**config.mk**
```make
export PLATFORM = sky130hd
export DESIGN_NAME = alu_div_frontend
export DESIGN_NICKNAME = d
export VERILOG_FILES = /design/src/rtl/alu_div_frontend.sv
export SDC_FILE = /design/constraint.sdc
export NUM_CORES = 1
export LEC_CHECK = 0
export ABC_AREA = 1
export CAP_MARGIN = 0
export CORE_MARGIN = 3
export CORE_UTILIZATION = 25
export CTS_BUF_LIST = sky130_fd_sc_hd__clkbuf_8
export CTS_CLUSTER_DIAMETER = 150
export DETAILED_ROUTE_END_ITERATION = 7
export SLEW_MARGIN = 10
export SYNTH_ARGS = -nofsm -noshare
export SYNTH_HDL_FRONTEND = slang
export SYNTH_SLANG_ARGS = --single-unit
```
**constraint.sdc**
```tcl
create_clock -name clk -period 3.05 [get_ports clk]
set_input_delay 0.305 -clock clk [delete_from_list [all_inputs] [get_ports clk]]
set_output_delay 0.305 -clock clk [all_outputs]
set_load 0.01 [all_outputs]
```
**src/rtl/alu_div_frontend.sv**
```systemverilog
// Signed/unsigned 8-bit divide front-end: operand magnitude conversion, divider launch,
// watchdog, local divide-by-zero / overflow bypass and sign correction of the result.
module alu_div_frontend #(
  parameter int TIMEOUT_CYC = 64,
  parameter int TW          = 7
) (
  input  logic       clk,
  input  logic       rst_n,
  input  logic       req_valid,
  output logic       req_ready,
  input  logic       req_signed,
  input  logic [7:0] req_dividend,
  input  logic [7:0] req_divisor,
  output logic       div_start,
  output logic [7:0] div_dividend,
  output logic [7:0] div_divisor,
  input  logic       div_done,
  input  logic [7:0] div_quotient,
  input  logic [7:0] div_remainder,
  output logic       rsp_valid,
  input  logic       rsp_ready,
  output logic [7:0] rsp_quotient,
  output logic [7:0] rsp_remainder,
  output logic       rsp_div_by0,
  output logic       rsp_overflow,
  output logic       rsp_timeout
);

  localparam logic [2:0] S_IDLE   = 3'd0;
  localparam logic [2:0] S_LAUNCH = 3'd1;
  localparam logic [2:0] S_WAIT   = 3'd2;
  localparam logic [2:0] S_FIX    = 3'd3;
  localparam logic [2:0] S_RESP   = 3'd4;

  logic [2:0]    state_reg;
  logic          qneg_reg;
  logic          rneg_reg;
  logic [7:0]    dd_mag_reg;
  logic [7:0]    dv_mag_reg;
  logic [7:0]    uq_reg;
  logic [7:0]    ur_reg;
  logic [TW-1:0] wd_reg;
  logic [7:0]    q_reg;
  logic [7:0]    r_reg;
  logic          by0_reg;
  logic          ovf_reg;
  logic          tmo_reg;

  logic          dd_neg;
  logic          dv_neg;
  logic [7:0]    dd_mag;
  logic [7:0]    dv_mag;
  logic [TW-1:0] wd_inc;
  logic          wd_expire;

  // Negating 8'h80 wraps back to 8'h80, which is the unsigned magnitude wanted.
  assign dd_neg    = req_signed & req_dividend[7];
  assign dv_neg    = req_signed & req_divisor[7];
  assign dd_mag    = dd_neg ? 8'(-req_dividend) : req_dividend;
  assign dv_mag    = dv_neg ? 8'(-req_divisor)  : req_divisor;
  assign wd_inc    = wd_reg + 1'b1;
  assign wd_expire = (wd_inc == TW'(TIMEOUT_CYC));

  always_ff @(posedge clk or negedge rst_n) begin
    if (!rst_n) begin
      state_reg  <= S_IDLE;
      qneg_reg   <= 1'b0;
      rneg_reg   <= 1'b0;
      dd_mag_reg <= 8'h00;
      dv_mag_reg <= 8'h00;
      uq_reg     <= 8'h00;
      ur_reg     <= 8'h00;
      wd_reg     <= '0;
      q_reg      <= 8'h00;
      r_reg      <= 8'h00;
      by0_reg    <= 1'b0;
      ovf_reg    <= 1'b0;
      tmo_reg    <= 1'b0;
    end else begin
      case (state_reg)
        S_IDLE: begin
          if (req_valid) begin
            qneg_reg   <= dd_neg ^ dv_neg;
            rneg_reg   <= dd_neg;
            dd_mag_reg <= dd_mag;
            dv_mag_reg <= dv_mag;
            // Divide-by-zero is tested first so it wins over the -128/-1 case.
            if (req_divisor == 8'h00) begin
              q_reg     <= 8'hFF;
              r_reg     <= 8'hFF;
              by0_reg   <= 1'b1;
              state_reg <= S_RESP;
            end else if (req_signed && req_dividend == 8'h80 && req_divisor == 8'hFF) begin
              q_reg     <= 8'h80;
              r_reg     <= 8'h00;
              ovf_reg   <= 1'b1;
              state_reg <= S_RESP;
            end else begin
              state_reg <= S_LAUNCH;
            end
          end
        end
        S_LAUNCH: begin
          wd_reg    <= '0;
          state_reg <= S_WAIT;
        end
        S_WAIT: begin
          wd_reg <= wd_inc;
          if (div_done) begin
            uq_reg    <= div_quotient;
            ur_reg    <= div_remainder;
            state_reg <= S_FIX;
          end else if (wd_expire) begin
            q_reg     <= 8'h00;
            r_reg     <= 8'h00;
            tmo_reg   <= 1'b1;
            state_reg <= S_RESP;
          end
        end
        S_FIX: begin
          q_reg     <= qneg_reg ? 8'(-uq_reg) : uq_reg;
          r_reg     <= rneg_reg ? 8'(-ur_reg) : ur_reg;
          state_reg <= S_RESP;
        end
        S_RESP: begin
          if (rsp_ready) begin
            by0_reg   <= 1'b0;
            ovf_reg   <= 1'b0;
            tmo_reg   <= 1'b0;
            state_reg <= S_IDLE;
          end
        end
        default: state_reg <= S_IDLE;
      endcase
    end
  end

  assign req_ready     = (state_reg == S_IDLE);
  assign div_start     = (state_reg == S_LAUNCH);
  assign div_dividend  = dd_mag_reg;
  assign div_divisor   = dv_mag_reg;
  assign rsp_valid     = (state_reg == S_RESP);
  assign rsp_quotient  = q_reg;
  assign rsp_remainder = r_reg;
  assign rsp_div_by0   = by0_reg;
  assign rsp_overflow  = ovf_reg;
  assign rsp_timeout   = tmo_reg;

endmodule
```
== Word level (Yosys, flattened, before mapping) ==
Cells that the tools add are included.

* Register bits: 63
* Bits in latches: 0
* Memory bits (writable): 0
* ROM bits: 0
* Bits of input ports: 38
* Output and inout port bits: 38
* Word-level logic and storage cells: 85
* Memories: 0

* Add/subtract/negate cells: 5
* Multipliers: 0
* Div/mod/pow operators: 0
* Order comparisons: 0
* Equality and inequality tests: 16
* Shifts and indexed selects: 0
* Muxes and demuxes: 33
* Bitwise logic cells: 3
* Reductions and logical operators: 15

{| class="wikitable"
|+ Operator list
! kind !! number
|-
| $mux W8 || 12
|-
| $pmux W8 S3 || 2
|-
| $neg A8 Y8 || 4
|-
| $mux W3 || 6
|-
| $eq A8 B8 Y1 const B || 2
|-
| $pmux W3 S5 || 1
|-
| $pmux W7 S2 || 1
|-
| $reduce_and A5 Y1 || 2
|-
| $logic_not A8 Y1 || 1
|-
| $mux W1 || 8
|-
| $ne A2 B2 Y1 const B || 4
|-
| $reduce_and A4 Y1 || 2
|-
| $add A7 B1 Y7 const B || 1
|-
| $eq A7 B7 Y1 const B || 1
|-
| $eq A3 B2 Y1 const B || 2
|-
| $ne A2 B1 Y1 const B || 3
|-
| $pmux W1 S2 || 3
|-
| $reduce_bool A2 Y1 || 3
|-
| $reduce_and A2 Y1 || 2
|-
| $eq A3 B1 Y1 const B || 1
|-
| $eq A3 B3 Y1 const B || 1
|-
| $logic_not A3 Y1 || 1
|-
| $ne A3 B1 Y1 const B || 1
|-
| $ne A3 B3 Y1 const B || 1
|-
| other kinds (5) || 7
|}

== Depth between registers and ports, before layout ==
Gate-level depths: netlist (run 1).

* Depth in word-level cells: 7
* Mapped depth: 13
* Depth with buffers taken out: 12

== Least setup slack after synthesis (run 1) ==
OpenSTA, ideal clock, no wires.

* Kind: reg-to-reg
* From: reg wd_reg[0]
* To: reg r_reg[5], in the netlist rsp_remainder[5]
* Setup time: 118 ps
* Data arrival time: 1,589 ps
* Required time: 2,932 ps
* Path slack: 1,343 ps
* Cell stages (with the launch flop): 13
* Path buffers: 1
* Period minus slack after synthesis: 1,707 ps
* Path through: dfrtp_1 -> ha_1 -> nand3_1 -> nand2_1 -> nand2_1 -> nand2_1 -> nor2_4 -> nand2_2 -> nand2_4 -> nand3_4 -> buf_6 -> nand2_1 -> nand2_1

* Cells in the longest elaborated chain, start to end: 4

{| class="wikitable"
|+ Ends and longest elaborated chain
! item !! RTL line !! text
|-
| start: declaration || 42 || <nowiki>logic [TW-1:0] wd_reg;</nowiki>
|-
| start signal: assignment || 108 || <nowiki>wd_reg <= wd_inc;</nowiki>
|-
| $add A7 B1 Y7 || 61 || <nowiki>assign wd_inc = wd_reg + 1'b1;</nowiki>
|-
| $eq A7 B7 Y1 || 62 || <nowiki>assign wd_expire = (wd_inc == TW'(TIMEOUT_CYC));</nowiki>
|-
| $ne A2 B2 Y1 (no source line) || -- ||
|-
| $reduce_and A5 Y1 (no source line) || -- ||
|-
| end signal: assignment || 122 || <nowiki>r_reg <= rneg_reg ? 8'(-ur_reg) : ur_reg;</nowiki>
|-
| end: declaration || 44 || <nowiki>logic [7:0] r_reg;</nowiki>
|}

No other way between the ends.
A chain may end at the register's enable or synchronous reset.

== Worst setup path after layout (run 1) ==
* From: in req_divisor[0]
* To: reg r_reg[6], in the netlist rsp_remainder[6]

* Cells in the longest elaborated chain, start to end: 4
* Elaborated cells between the ends (all ways): 8
* Those cells by class: 2 x eq/ne; 3 x mux; 3 x reduce/logical

{| class="wikitable"
|+ Ends and longest elaborated chain
! item !! RTL line !! text
|-
| start: declaration || 13 || <nowiki>input logic [7:0] req_divisor,</nowiki>
|-
| $eq A8 B8 Y1 or $logic_not A8 Y1 (tied branches) || 93, 88 ||
|-
| $logic_and A1 B1 Y1 or $mux W8 (tied branches) || 93, 88 ||
|-
| $ne A3 B1 Y1 (no source line) or $mux W8 (tied branches) || -- ||
|-
| $reduce_and A5 Y1 (no source line) or $pmux W8 S3 (tied branches) || -- ||
|}

Parallel ways exist; a longest one is shown, timed or not. The select of a mux whose other input is x is not followed.

==> results by group, run 1 <==
Placement
  • Routability congestion estimate: 0.873
  • I/O Buffers: 75
  • Placed Area: 4380 um2
  • Placed wire-length estimate: between 6000 and 7000 um

Power and ir drop
  • Pwr Density: 822 nW/um2
  • Share of power burned in registers: 38.1%
  • Clock Power Share: ~17%
  • Psw: between 1.5 and 2 mW
  • Peak supply drop: between 0.2 and 0.25 mV
  • Cell internal pwr: 2.22 mW
  • Switch share: 40.7%
  • Pleak: approximately 2.1 nW
  • Gate power share: 45.0%
  • Overall Power: about 3.7 mW

Critical path
  • Max FO, Critical Path: 18
  • CP Data Required Time: between 3 and 4 ns
  • Critical path capture point type: register
  • Crit path DAT: between 2 and 2.5 ns
  • CP Launch Type: primary input
  • Crit Path Class: in2reg

Floorplan
  • Cell row count: 42
  • Die Span Y: 124 um
  • I/O pins: 76
  • Horiz. Die Dim: around 120 um
  • Effective utilization at floorplan: around a quarter
  • Die ar.: around 15000 um2
  • Core Footprint: between 10000 and 15000 um2

Yosys
  • Synth Area in Adders: 2.16%
  • Most frequent cell after synthesis: nand2_1
  • Number of synthesized flops with an enable pin: 0
  • Xor/xnor share of the synthesized area: under 10%
  • Mean Syn Cell Area: 7.58 um2
  • Post-Synthesis Cells: 458
  • Main synth FF type: dfrtp_1
  • Synth Register Bits: 63
  • Dominant cell type by area after synthesis: dfrtp_1
  • Syn_nets: approximately 500
  • Simple-gate share of the synthesized area: between 20 and 30%
  • Mux contribution to synthesized area: less than 1%
  • Yosys top cell area share: between 40% and 50%
  • Top post-synthesis cells by area: dfrtp_1, nand2_1, o21ai_0, inv_1, nand3_1
  • Post-synthesis cell area: between 3000 and 4000 um2
  • Most frequent cells after synthesis: nand2_1, dfrtp_1, o21ai_0, inv_1, nor2_1
  • Post-synthesis sequential area ratio: between 40% and 50%
  • Synth Area in Compound Gates: between 10 and 15%
  • Yosys warns: 0
  • Largest family of logic cells by synthesized area: simple AND/OR/NAND/NOR gates
  • FFs w/ async S/R, synth: 100%
  • Synth unique cells: 34

Status
  • Status: completed

Timing
  • Fin Setup TNS: 0 ns
  • Worst Skew: between 0.009 and 0.01 ns
  • Pin slew with the least headroom to its limit: about 1.1 ns
  • Unrepaired setup endpoints after global routing: false
  • FMAX: ~0.46 GHz
  • Final hold violation count: 0
  • Endpoints failing setup: 0
  • Max-slew headroom: between 20% and 30%
  • Pins Over Slew Limit: 0
  • Final worst path period share: 71.2%
  • Tmin final: around 2.2 ns

Clock tree
  • Setup bufs post-CTS: 0
  • Clock slew at reported path FFs: about 0.070 ns
  • Total CTS buffers: 9
  • Max H-tree Level: 3
  • CTS tree: done
  • Maximum clock insertion buffer count: 2
  • Post-cts gate resize count: 0
  • Clock sink total: 63
  • Root Driver: clkbuf_8
  • Worst-Skew Late Latency: between 0.3 and 0.4 ns
  • # hold bufs at CTS: 0

Drt
  • Wire length per cell: between 10 and 15 um
  • Via count: between 3k and 4k
  • Vias per cell: 4.32
  • Post-route DRC: 0
  • Routed Antenna Nets: 0
  • DRT Pass-1 Iters: 4
  • DR iter-0 viols: around 160
  • Final wirelength: 8560 um

Layout
  • Area of the multi-input gates: around 1600 um2
  • Share of cells above drive strength 1: about 7%
  • Final core occ: about a third
  • Finished Cell Area: between 4000 and 5000 um2
  • Register area: 1580 um2
  • # nets final: roughly 580
  • Antenna cells: 0
  • Synth-to-layout area growth: 31.2%
  • Fill count: between 1k and 1.5k

Global routing
  • Overall routing resource usage: 12.0%
  • Number of global-route vias before repair: approximately 3.0k
  • First-pass GRT wire length: around 15000 um
  • Grt ovf: 0
  • Antenna violations before repair: 0
  • Largest net degree at the start of global routing: 49

Hold path
  • Worst hold path type: in2async

Run
  • Maxcap violations: 0
==> stage by stage <==
stage / cells / hold slack [ns] / setup WS (ns)
3_5_place_dp: 697 / 0.464 / 0.536
2_1_floorplan: 458 / 0.00941 / 1.34
3_3_place_gp: 697 / 0.461 / 0.642
6_report: 713 / 0.166 / 0.878
5_1_grt: 713 / 0.256 / 0.648
4_1_cts: 713 / 0.191 / 0.891
==> routing by layer <==
| layer | GRT usage [%] | wire length, um |
|---|---|---|
| met1 | 16.1 | 4190 |
| met2 | 18.6 | 3890 |
| met3 | 2.32 | 336 |
| met4 | 5.54 | 139 |
| met5 | 0 | 0 |
==> layout by cell type (no fill, tap or decap), types with 2 or more instances in the layout <==
cell type / synthesis / routed
nor3_1: 5 / 5
mux2_2: 3 / 3
nand2_1: 142 / 142
nand3_1: 27 / 27
ha_1: 6 / 6
nand4_1: 17 / 17
o21ai_0: 52 / 52
clkbuf_8: 0 / 10
a21oi_1: 7 / 7
nand3_2: 2 / 2
nand2_2: 4 / 4
o31ai_1: 2 / 2
inv_1: 51 / 51
xor2_1: 9 / 9
clkdlybuf4s50_1: 0 / 74
buf_4: 2 / 2
clkinv_2: 0 / 4
nor2_2: 4 / 4
dfrtp_1: 63 / 63
o22ai_1: 4 / 4
nor2_1: 33 / 33
==> critical path, stage by stage <==
cell	delay [ns]
clkdlybuf4s50_1	0.45
inv_1	0.10
ha_1	0.18
nand3_2	0.10
nor2_1	0.26
nor2_1	0.12
a21oi_4	0.42
nand3_4	0.26
nand2_1	0.14
nand2_1	0.06
==> layout make-up <==
cell class              count  share of cell area, %
flip-flops and latches     63                   34.6
clock inverters             6                  0.796
multi-input cells         328                   35.7
clock buffers              10                   3.02
inverters                  53                   4.36
repair buffers             77                   16.7
well taps                 176                   4.83
==> logic make-up after synthesis <==
| kind of cell | Yosys count |
|---|---|
| compound gates | 71 |
| mux | 3 |
| buf+inv | 67 |
| simple gates | 238 |
| fa+ha+maj | 6 |
| flops | 63 |
| xor+xnor | 10 |
==> final timing paths <==
check / end / cells past startpoint / slack, ns / startpoint
worst min register to register: rsp_quotient[6]$_DFFE_PN0P_ / 2 / 0.48 / rsp_quotient[6]$_DFFE_PN0P_
max in group asynchronous: rsp_quotient[7]$_DFFE_PN0P_ / 2 / 2.07 / rst_n
worst max register to register: rsp_remainder[6]$_DFFE_PN0P_ / 9 / 0.98 / state_reg[2]$_DFFE_PN0P_
min in group clk: rsp_quotient[6]$_DFFE_PN0P_ / 2 / 0.48 / rsp_quotient[6]$_DFFE_PN0P_
worst max-delay path: rsp_remainder[6]$_DFFE_PN0P_ / 10 / 0.88 / req_divisor[0]
worst min-delay path: div_divisor[1]$_DFFE_PN0P_ / 1 / 0.17 / rst_n
==> power groups by stage <==
stage	Combinational, mW	Clock (mW)	Sequential, mW
6_report	1.69	0.632	1.43
5_1_grt	1.93	0.689	1.48
4_1_cts	1.71	0.664	1.43
3_5_place_dp	1.70	0	1.44
3_3_place_gp	1.67	0	1.44
2_1_floorplan	0.988	0	1.45
No activity file was read; power rests on OpenSTA's default activity.
==> run 2: changes to the inputs <==
clock period = 2 ns   (was 3.05 ns; I/O delays follow)
==> run 2 against run 1 <==
  * Clock power up 80%
  * Cell count up 1.8%
  * Combinational power up 66%
  * Utilization increased by 1.4 points
  * Highest routed layer unchanged
==> results by group, run 2 (same netlist as run 1, synthesis figures left out) <==
Critical path
  • Max FO, Critical Path: 4 (was 18)
  • Critical path capture point type: output pin (was register)
  • Crit Path Class: reg2out (was in2reg)
  • CP bufs+invs: 2 (unchanged)
  • Worst R2R End: rsp_quotient[6]$_DFFE_PN0P_ (was rsp_remainder[6]$_DFFE_PN0P_)
  • Slowest CP cell: clkdlybuf4s50_1 (unchanged)
  • Reg2Reg Launch Point: state_reg[1]$_DFFE_PN0P_ (was state_reg[2]$_DFFE_PN0P_)
  • Largest incremental delay on the critical path: 0.57 ns (was 0.45 ns)
  • R2R cell count: 9 (unchanged)
  • Worst reg-to-reg setup slack: 0.18 ns (was 0.98 ns)
  • CP Data Required Time: 1.80 ns (was 3.28 ns)
  • CP delay by family, top: buffers and inverters (was simple AND/OR/NAND/NOR gates)
  • Crit path DAT: 1.69 ns (was 2.40 ns)
  • CP Launch Type: register (was primary input)
  • CP Cell Sequence: nor2_1 > nand2_1 > inv_1 > clkdlybuf4s50_1 (was clkdlybuf4s50_1 > inv_1 > ha_1 > nand3_2 > nor2_1 > nor2_1 > a21oi_4 > nand3_4 > nand2_1 > nand2_1)

Floorplan
  • Horiz. Die Dim: 124 um (unchanged)
  • Core Footprint: 13400 um2 (unchanged)
  • Die ar.: 15300 um2 (unchanged)
  • Cell row count: 42 (unchanged)
  • I/O pins: 76 (unchanged)
  • Die Span Y: 124 um (unchanged)
  • Effective utilization at floorplan: 25.9% (unchanged)

Timing
  • Pin slew with the least headroom to its limit: 0.448 ns (was 1.07 ns)
  • FMAX: around 0.53 GHz
  • Worst Skew: 0.00977 ns (was 0.00948 ns)
  • Max-slew headroom: 70.0% (was 28.9%)
  • Final hold violation count: 0 (unchanged)
  • Tmin final: roughly 1.9 ns
  • Fin Setup TNS: 0 ns (unchanged)
  • Pins Over Slew Limit: 0 (unchanged)
  • Final worst path period share: a little over nine tenths
  • Endpoints failing setup: 0 (unchanged)
  • Unrepaired setup endpoints after global routing: false (unchanged)

Clock tree
  • Worst-Skew Late Latency: 0.35 ns (was 0.34 ns)
  • Root Driver: clkbuf_8 (unchanged)
  • Clock slew at reported path FFs: 0.07 ns (about the same)
  • CTS tree: done (unchanged)
  • Max H-tree Level: 3 (unchanged)
  • Clock sink total: 63 (unchanged)
  • Maximum clock insertion buffer count: 2 (unchanged)
  • Total CTS buffers: 9 (unchanged)

Drt
  • Final wirelength: 9150 um (was 8560 um)
  • Wire length per cell: 12.6 um (was 12.0 um)
  • Via count: 3143 (was 3079)
  • Routed Antenna Nets: 0 (unchanged)
  • DR iter-0 viols: 184 (was 162)
  • Post-route DRC: 0 (unchanged)
  • DRT Pass-1 Iters: 4 (unchanged)
  • Vias per cell: 4.33 (was 4.32)

Layout
  • Non-filler cells, final: 726 (was 713)
  • Finished Cell Area: 4750 um2 (was 4560 um2)
  • Most common cell after layout, fill and taps aside: nand2_1 (unchanged)
  • Final core occ: 35.4% (was 34.0%)
  • Share of cells above drive strength 1: 9.64% (was 7.08%)
  • # nets final: 589 (was 576)
  • Fill count: 1396 (was 1413)
  • Synth-to-layout area growth: 36.7% (was 31.2%)
  • Antenna cells: 0 (unchanged)
  • Most frequent cells in the layout: nand2_1, clkdlybuf4s50_1, dfrtp_1 (unchanged)

Global routing
  • Antenna violations before repair: 0 (unchanged)
  • Overall routing resource usage: 12.4% (was 12.0%)
  • Number of global-route vias before repair: 3057 (was 3043)
  • First-pass GRT wire length: 14800 um (was 14600 um)
  • Grt ovf: 0 (unchanged)
  • Largest net degree at the start of global routing: 64 (was 49)

Power and ir drop
  • Overall Power: 6.14 mW (was 3.75 mW)
  • Peak supply drop: 0.406 mV (was 0.238 mV)
  • Pwr Density: 1290 nW/um2 (was 822 nW/um2)
  • Pleak: 2.21 nW (was 2.13 nW)

Placement
  • Placed Cells: 705 (was 697)
  • Placed wire-length estimate: 6890 um (was 6740 um)
  • I/O Buffers: 75 (unchanged)
  • Placed Area: 4470 um2 (was 4380 um2)
  • Routability congestion estimate: 0.802 (was 0.873)

Run
  • Maxcap violations: 0 (unchanged)

Status
  • Status: completed (unchanged)

Hold path
  • Worst hold path type: in2async (unchanged)
[run 2: cell types whose count changed in the layout (fill, tap and decap cells not counted), moves of 2 or more]
cell        previous run  this run
clkinvlp_4             1         3
clkbuf_8              10        15
clkinv_2               4         0
buf_4                  2         9
buf_12                 0         2
[run 2: tightest hold or removal path, cell delays in order]
cell and delay [ns]:
dlygate4sd3_1 0.52, buf_2 0.12, buf_12 0.30
[run 2: layout make-up]
type	count	area [um2]	share of cell area, %
sequential	63	1580	33.2
tap	176	220	4.64
multi-input combinational	329	1650	34.8
clock inverter	1	7.51	0.158
timing repair buffer	88	875	18.4
inverter	53	203	4.27
clock buffer	15	206	4.35
timing repair inverter	1	7.51	0.158
[run 2: report_power, final]
group / total (mW) / switching (mW) / internal (mW)
clock network: 1.14 / 0.490 / 0.654
logic: 2.81 / 1.55 / 1.25
registers: 2.19 / 0.401 / 1.78
[run 2: metal layers]
metal,up-vias,wire length (um),track usage (%)
met2,61,4210,19.2
met3,11,333,2.09
met4,0,167,6.23
met1,1413,4440,16.6
li1,1658,-,-
met5,-,0,0
[run 2: timing repair]
| item | CTS | global route |
|---|---|---|
| hold endpoints to repair | 63 | 0 |
| endpoints found under the setup margin | 0 | 17 |
| hold buffers | 1 | 0 |
| gates resized for setup | 0 | 6 |
| setup buffers | 0 | 2 |
[run 2: metrics by stage]
step	hold slack (ns)	setup slack [ns]
after floorplan	-0.0956	0.293
after global placement	0.238	-0.00685
final	0.390	0.111
after global routing	0.416	0.00359
after detailed placement	0.241	-0.0679
after CTS	0.391	0.0771
[run 2: worst max-delay path by stage]
stage / startpoint / endpoint / slack (ns) / depth (start not counted)
final: state_reg[2]$_DFFE_PN0P_ / req_ready / 0.11 / 4
after global routing: state_reg[2]$_DFFE_PN0P_ / req_ready / 0.004 / 4
after CTS: state_reg[2]$_DFFE_PN0P_ / req_ready / 0.08 / 4
after detailed placement: req_divisor[1] / rsp_quotient[0]$_DFFE_PN0P_ / -0.07 / 10
after global placement: req_divisor[0] / rsp_quotient[0]$_DFFE_PN0P_ / -0.007 / 10
after floorplan: wd_reg[0]$_DFFE_PN0P_ / rsp_remainder[5]$_DFFE_PN0P_ / 0.29 / 12
==> run 3: changes to the inputs <==
SLEW_MARGIN = 20   (was 10)
==> results of run 3 <==
The final DEF is identical to that of run 2; final timing and power are the same.
